## src/rtl/coin_acceptor_pkg.sv

```systemverilog
// Shared constants and types for the coin acceptor front end and its
// downstream consumers (vending FSM, scoreboards).
package coin_acceptor_pkg;

   localparam int DEFAULT_DEBOUNCE_CYCLES = 4;

   localparam int COIN5_VALUE  = 5;
   localparam int COIN10_VALUE = 10;

   typedef enum logic [1:0] {
      ISSUE_NONE,
      ISSUE_COIN5,
      ISSUE_COIN10,
      ISSUE_REJECT
   } issue_e;

endpackage

```

## src/rtl/coin_acceptor_if.sv

```systemverilog
// Raw sensor inputs, accept enable and the clean coin pulses of the acceptor.
interface coin_acceptor_if;

   logic raw_coin5;
   logic raw_coin10;
   logic accept_en;
   logic coin5;
   logic coin10;
   logic coin_reject;

   modport master (
      output raw_coin5, raw_coin10, accept_en,
      input  coin5, coin10, coin_reject
   );

   modport slave (
      input  raw_coin5, raw_coin10, accept_en,
      output coin5, coin10, coin_reject
   );

endinterface

```

## src/rtl/coin_debounce.sv

```systemverilog
// One coin slot channel: 2-flop synchronizer, stability counter and a
// rising-edge strobe on the debounced level.
module coin_debounce
   import coin_acceptor_pkg::*;
#(
   parameter int DEBOUNCE_CYCLES = DEFAULT_DEBOUNCE_CYCLES
) (
   input  logic clk,
   input  logic reset,
   input  logic raw,
   output logic rise
);

   localparam int CNT_W = $clog2(DEBOUNCE_CYCLES + 1);
   localparam logic [CNT_W-1:0] CNT_LAST = CNT_W'(DEBOUNCE_CYCLES - 1);

   logic             s1_q, s1_d;
   logic             s2_q, s2_d;
   logic             deb_q, deb_d;
   logic             deb_prev_q, deb_prev_d;
   logic [CNT_W-1:0] cnt_q, cnt_d;

   // Any sample agreeing with the current level restarts the stability count.
   always_comb begin
      s1_d       = raw;
      s2_d       = s1_q;
      deb_d      = deb_q;
      deb_prev_d = deb_q;
      cnt_d      = cnt_q;
      if (s2_q == deb_q) begin
         cnt_d = '0;
      end else if (cnt_q == CNT_LAST) begin
         deb_d = s2_q;
         cnt_d = '0;
      end else begin
         cnt_d = cnt_q + CNT_W'(1);
      end
   end

   // Debounced level resets high so a slot already held at reset release stays silent.
   always_ff @(posedge clk) begin
      if (reset) begin
         s1_q       <= 1'b0;
         s2_q       <= 1'b0;
         deb_q      <= 1'b1;
         deb_prev_q <= 1'b1;
         cnt_q      <= '0;
      end else begin
         s1_q       <= s1_d;
         s2_q       <= s2_d;
         deb_q      <= deb_d;
         deb_prev_q <= deb_prev_d;
         cnt_q      <= cnt_d;
      end
   end

   assign rise = deb_q & ~deb_prev_q;

endmodule

```

## src/rtl/coin_acceptor.sv

```systemverilog
// Coin slot front end: debounces both slots, queues one pending coin per slot
// and issues at most one registered pulse per cycle, 10-unit coins first.
module coin_acceptor
   import coin_acceptor_pkg::*;
#(
   parameter int DEBOUNCE_CYCLES = DEFAULT_DEBOUNCE_CYCLES
) (
   input  logic            clk,
   input  logic            reset,
   coin_acceptor_if.slave  bus
);

   logic   rise5;
   logic   rise10;
   logic   pend5_q, pend5_d;
   logic   pend10_q, pend10_d;
   logic   coin5_q, coin5_d;
   logic   coin10_q, coin10_d;
   logic   coin_reject_q, coin_reject_d;
   logic   take5;
   logic   take10;
   issue_e issue;

   coin_debounce #(.DEBOUNCE_CYCLES(DEBOUNCE_CYCLES)) u_deb5 (
      .clk   (clk),
      .reset (reset),
      .raw   (bus.raw_coin5),
      .rise  (rise5)
   );

   coin_debounce #(.DEBOUNCE_CYCLES(DEBOUNCE_CYCLES)) u_deb10 (
      .clk   (clk),
      .reset (reset),
      .raw   (bus.raw_coin10),
      .rise  (rise10)
   );

   // A coin is issued or rejected in the same cycle its pending flag clears.
   always_comb begin
      take10 = pend10_q;
      take5  = pend5_q & ~pend10_q;
      issue  = ISSUE_NONE;
      if (take10 || take5) begin
         if (!bus.accept_en) begin
            issue = ISSUE_REJECT;
         end else if (take10) begin
            issue = ISSUE_COIN10;
         end else begin
            issue = ISSUE_COIN5;
         end
      end
      pend10_d      = (pend10_q & ~take10) | rise10;
      pend5_d       = (pend5_q & ~take5) | rise5;
      coin10_d      = (issue == ISSUE_COIN10);
      coin5_d       = (issue == ISSUE_COIN5);
      coin_reject_d = (issue == ISSUE_REJECT);
   end

   always_ff @(posedge clk) begin
      if (reset) begin
         pend5_q       <= 1'b0;
         pend10_q      <= 1'b0;
         coin5_q       <= 1'b0;
         coin10_q      <= 1'b0;
         coin_reject_q <= 1'b0;
      end else begin
         pend5_q       <= pend5_d;
         pend10_q      <= pend10_d;
         coin5_q       <= coin5_d;
         coin10_q      <= coin10_d;
         coin_reject_q <= coin_reject_d;
      end
   end

   assign bus.coin5       = coin5_q;
   assign bus.coin10      = coin10_q;
   assign bus.coin_reject = coin_reject_q;

endmodule

```

## src/flat_wrapper.sv

```systemverilog
// flat-port wrapper written by rule: the top's interface ports become plain ports
module coin_acceptor_flat import coin_acceptor_pkg::*;
#(
   parameter int DEBOUNCE_CYCLES = DEFAULT_DEBOUNCE_CYCLES
)
  (clk, reset, bus_raw_coin5, bus_raw_coin10, bus_accept_en, bus_coin5, bus_coin10, bus_coin_reject);
  coin_acceptor_if bus_i ();
  input  logic clk;
  input  logic reset;
  input wire logic [$bits(bus_i.raw_coin5)-1:0] bus_raw_coin5;
  input wire logic [$bits(bus_i.raw_coin10)-1:0] bus_raw_coin10;
  input wire logic [$bits(bus_i.accept_en)-1:0] bus_accept_en;
  output wire logic [$bits(bus_i.coin5)-1:0] bus_coin5;
  output wire logic [$bits(bus_i.coin10)-1:0] bus_coin10;
  output wire logic [$bits(bus_i.coin_reject)-1:0] bus_coin_reject;
  assign bus_i.raw_coin5 = bus_raw_coin5;
  assign bus_i.raw_coin10 = bus_raw_coin10;
  assign bus_i.accept_en = bus_accept_en;
  assign bus_coin5 = bus_i.coin5;
  assign bus_coin10 = bus_i.coin10;
  assign bus_coin_reject = bus_i.coin_reject;
  coin_acceptor #(.DEBOUNCE_CYCLES(DEBOUNCE_CYCLES)) u_core (.clk(clk), .reset(reset), .bus(bus_i));
endmodule
```

## config.mk

```make
export PLATFORM = sky130hd
export DESIGN_NAME = coin_acceptor_flat
export DESIGN_NICKNAME = d
export VERILOG_FILES = /design/src/rtl/coin_acceptor_pkg.sv /design/src/rtl/coin_acceptor_if.sv /design/src/rtl/coin_debounce.sv /design/src/rtl/coin_acceptor.sv /design/src/flat_wrapper.sv
export SDC_FILE = /design/constraint.sdc
export NUM_CORES = 1
export LEC_CHECK = 0
export CAP_MARGIN = 10
export CELL_PAD_IN_SITES_DETAIL_PLACEMENT = 0
export CELL_PAD_IN_SITES_GLOBAL_PLACEMENT = 2
export CORE_MARGIN = 10
export CORE_UTILIZATION = 40
export CTS_BUF_LIST = sky130_fd_sc_hd__clkbuf_4 sky130_fd_sc_hd__clkbuf_8
export DETAILED_ROUTE_END_ITERATION = 8
export PLACE_DENSITY_LB_ADDON = 0.12
export SLEW_MARGIN = 20
export SYNTH_ARGS = -nofsm -noshare
export SYNTH_HDL_FRONTEND = slang
export SYNTH_SLANG_ARGS = --single-unit
```

## constraint.sdc

```tcl
create_clock -name clk -period 1.65 [get_ports clk]
set_input_delay 0.2475 -clock clk [delete_from_list [all_inputs] [get_ports clk]]
set_output_delay 0.2475 -clock clk [all_outputs]
set_load 0.01 [all_outputs]
```

==> impl_metrics.env <==
export IMPL_status="complete, no violations"
export IMPL_cp_slowest_cell="clkdlybuf4s50_1"
export IMPL_cp_top_family="buffers and inverters"
export IMPL_num_vias=390
export IMPL_r2r_end="u_core.u_deb10.cnt_q[2]"
export IMPL_io_pin_count=8
export IMPL_p_sw_share_pct=22.6
export IMPL_p_seq_share_pct=62.1
export IMPL_grt_pass1_vias=409
export IMPL_seq_area_frac_synth_pct=57.4
export IMPL_clock_power_share_pct=27.1
export IMPL_final_util_pct=49.7
export IMPL_synth_edff_count=0
export IMPL_cts_htree_levels=1
export IMPL_max_cap_violations=0
export IMPL_synth_top_area_share_pct=57.4
export IMPL_post_route_drc_count=0
export IMPL_min_to="u_core.pend10_q"
export IMPL_grt_max_degree=20
export IMPL_cts_resized=0
export IMPL_max_freq_ghz=0.717
export IMPL_post_cts_buffers=0
export IMPL_worstReg2RegStart="u_core.u_deb10.cnt_q[0]"
export IMPL_hold_path_startpoint="u_core.u_deb10.deb_prev_q"
export IMPL_r2r_cells=3
export IMPL_path_class="flip-flop to primary output"
export IMPL_fill_cells=151
export IMPL_relSlewSlack_pct=75.1
export IMPL_rsz0062_at_grt="no"
export IMPL_numPortBuffers=7
export IMPL_grt_pass1_wl_mm=1.59
export IMPL_hold_buffers=0
export IMPL_cp_max_fo=1
export IMPL_pwr_share_comb_pct=10.7
export IMPL_register_area_um2=380
export IMPL_synth_most_common_cell="dfxtp_1"
export IMPL_maxSlewViolCount=0
export IMPL_wl_um=951
export IMPL_yosys_register_bits=19
export IMPL_async_reset_ff_share_pct=0
export IMPL_hold_path_class="flip-flop to flip-flop"
export IMPL_finalHoldViolations=0
export IMPL_ff2ff_setup_slack_ns=0.44
export IMPL_synth_nets=62
export IMPL_clock_sinks=19
export IMPL_internal_power_w=0.000630
export IMPL_coreArea_mm2=0.00154
export IMPL_vias_per_cell=4.94
export IMPL_p_sw_w=0.000184
export IMPL_root_buffer="clkbuf_4"
export IMPL_finalCriticalPeriod_ns=1.39
export IMPL_leakagePower_nw=0.286
export IMPL_avgSynthCellArea_um2=12.5
export IMPL_cp_num_buf_inv=1
export IMPL_start_kind="flip-flop"
export IMPL_finClkSkew_ns=0.00468
export IMPL_finalSetupViolCount=0
export IMPL_synth_top_area_cell="dfxtp_1"
export IMPL_tns_ns=0
export IMPL_ys_types=19
export IMPL_die_height_um=60.7
export IMPL_drtAntennaViolNets=0
export IMPL_layout_worst_path_cycle_share_pct=84.5
export IMPL_gr_total_overflow=0
export IMPL_worstPathRequired_ns=1.40
export IMPL_antenna_found_initial=0
export IMPL_critPathCaptureType="primary output"
export IMPL_dr_pass1_iters=3
export IMPL_drt_iter0_markers=1
export IMPL_start_util_pct=43.0
export IMPL_dp_hpwl_um=742
export IMPL_ir_worst_vdd_uv=577
export IMPL_layout_drive_gt1_share_pct=14.3
export IMPL_track_usage_pct=5.73
export IMPL_synth_ff_type="dfxtp_1"
export IMPL_min_path_cells=1
export IMPL_place_area_um2=738
export IMPL_nets=73
export IMPL_synth_top_cells_by_count="19 x dfxtp_1, 6 x nor2b_1, 4 x ha_1"
export IMPL_cpPeakStageDelay_ns=0.53
export IMPL_path_clk_slew_ns=0.10
export IMPL_fp_row_count=14
export IMPL_synth_area_um2=663
export IMPL_ys_warn_count=0
export IMPL_die_width_um=60.7
export IMPL_insertion_delay_ns=0.29
export IMPL_avgRoutedWirePerCell_um=12.0
export IMPL_synthCells=53
export IMPL_multi_input_area_um2=253
export IMPL_cts_buffers=3
export IMPL_area_growth_syn_to_layout_pct=15.5
export IMPL_die_area_mm2=0.00369
export IMPL_fin_area_um2=766
export IMPL_max_clock_path_buffers=2
export IMPL_netlist_top_cells_area="dfxtp_1 57%, ha_1 7.5%, nor2b_1 5.7%"
export IMPL_cts_tree="built"
export IMPL_num_antenna_cells=0
export IMPL_gp_routability_congestion=0.659
export IMPL_crit_chain="clkdlybuf4s50_1"
export IMPL_tightest_slew_ns=0.371
export IMPL_p_per_area_mw_per_mm2=1060
export IMPL_cp_data_arrival_time_ns=1.15
==> power by group through the flow <==
stage	Sequential (W)	Clock, W	Combinational, W
finish	0.000506	0.000221	0.0000875
global route	0.000510	0.000251	0.000102
CTS	0.000506	0.000233	0.0000899
detailed placement	0.000517	0	0.0000901
global placement	0.000514	0	0.0000809
floorplan	0.000512	0	0.0000679
==> how the worst max path moves through the flow <==
stage / from / endpoint / slack (ns) / depth (start not counted)
final: u_core.bus.coin_reject / bus_coin_reject / 0.26 / 1
after global placement: reset / u_core.bus.coin10 / 0.42 / 3
after global routing: u_core.bus.coin_reject / bus_coin_reject / 0.20 / 1
after CTS: u_core.bus.coin_reject / bus_coin_reject / 0.24 / 1
after detailed placement: reset / u_core.u_deb5.deb_prev_d / 0.41 / 3
after floorplan: u_core.u_deb10.cnt_q[0] / u_core.u_deb10.deb_prev_d / 0.52 / 3
==> cell type report <==
type | count | share of cell area [%]
clock inverters | 1 | 0.654
inverters | 2 | 0.980
repair buffers | 8 | 10.1
flip-flops and latches | 19 | 49.7
multi-input cells | 30 | 33.0
well taps | 16 | 2.61
clock buffers | 3 | 2.94
==> per-layer routing <==
layer | GRT usage (%) | up-vias | wire length, um
li1 | - | 202 | -
met1 | 5.03 | 178 | 411
met2 | 10.5 | 8 | 461
met3 | 2.30 | 2 | 74
met4 | 3.76 | 0 | 4
met5 | 0 | - | 0
==> layout by cell type (no fill, tap or decap), drive strengths merged <==
cell type,instances
buf,1
nand2,1
or2,2
a211o,2
nor2b,6
dfxtp,19
nor4bb,1
clkbuf,3
xnor2,2
nand2b,1
and3b,1
clkinv,1
nor4,4
clkdlybuf4s50,7
nor3,1
nor4b,2
a21oi,1
inv,2
ha,4
nor2,1
nor3b,1
==> sequential cells by signal (all words and copies together), names as in the netlist <==
signal,cells
u_core.bus.coin10,1
u_core.bus.coin5,1
u_core.bus.coin_reject,1
u_core.pend10_q,1
u_core.pend5_q,1
u_core.u_deb10.cnt_q,3
u_core.u_deb10.deb_prev_d,1
u_core.u_deb10.deb_prev_q,1
u_core.u_deb10.s1_q,1
u_core.u_deb10.s2_q,1
u_core.u_deb5.cnt_q,3
u_core.u_deb5.deb_prev_d,1
u_core.u_deb5.deb_prev_q,1
u_core.u_deb5.s1_q,1
u_core.u_deb5.s2_q,1
==> per-stage QoR <==
stage	worst slack, ns	power, W	hold WS [ns]	instances
finish	0.256	0.000815	0.398	79
global route	0.201	0.000862	0.412	79
CTS	0.236	0.000829	0.401	79
detailed placement	0.407	0.000607	0.385	75
global placement	0.424	0.000595	0.382	75
floorplan	0.525	0.000580	0.324	53
==> cell families (layout without fill, tap and decap cells) <==
group / after synthesis / after routing / synth area share (%)
buffers and inverters: 4 / 14 / 4.53
AOI/OAI and AO/OA: 3 / 3 / 3.40
xor gates and xnor gates: 2 / 2 / 2.64
DFF: 19 / 19 / 57.4
and+or+nand+nor: 21 / 21 / 24.5
adders and majority gates: 4 / 4 / 7.55
No activity file was read; power rests on OpenSTA's default activity.
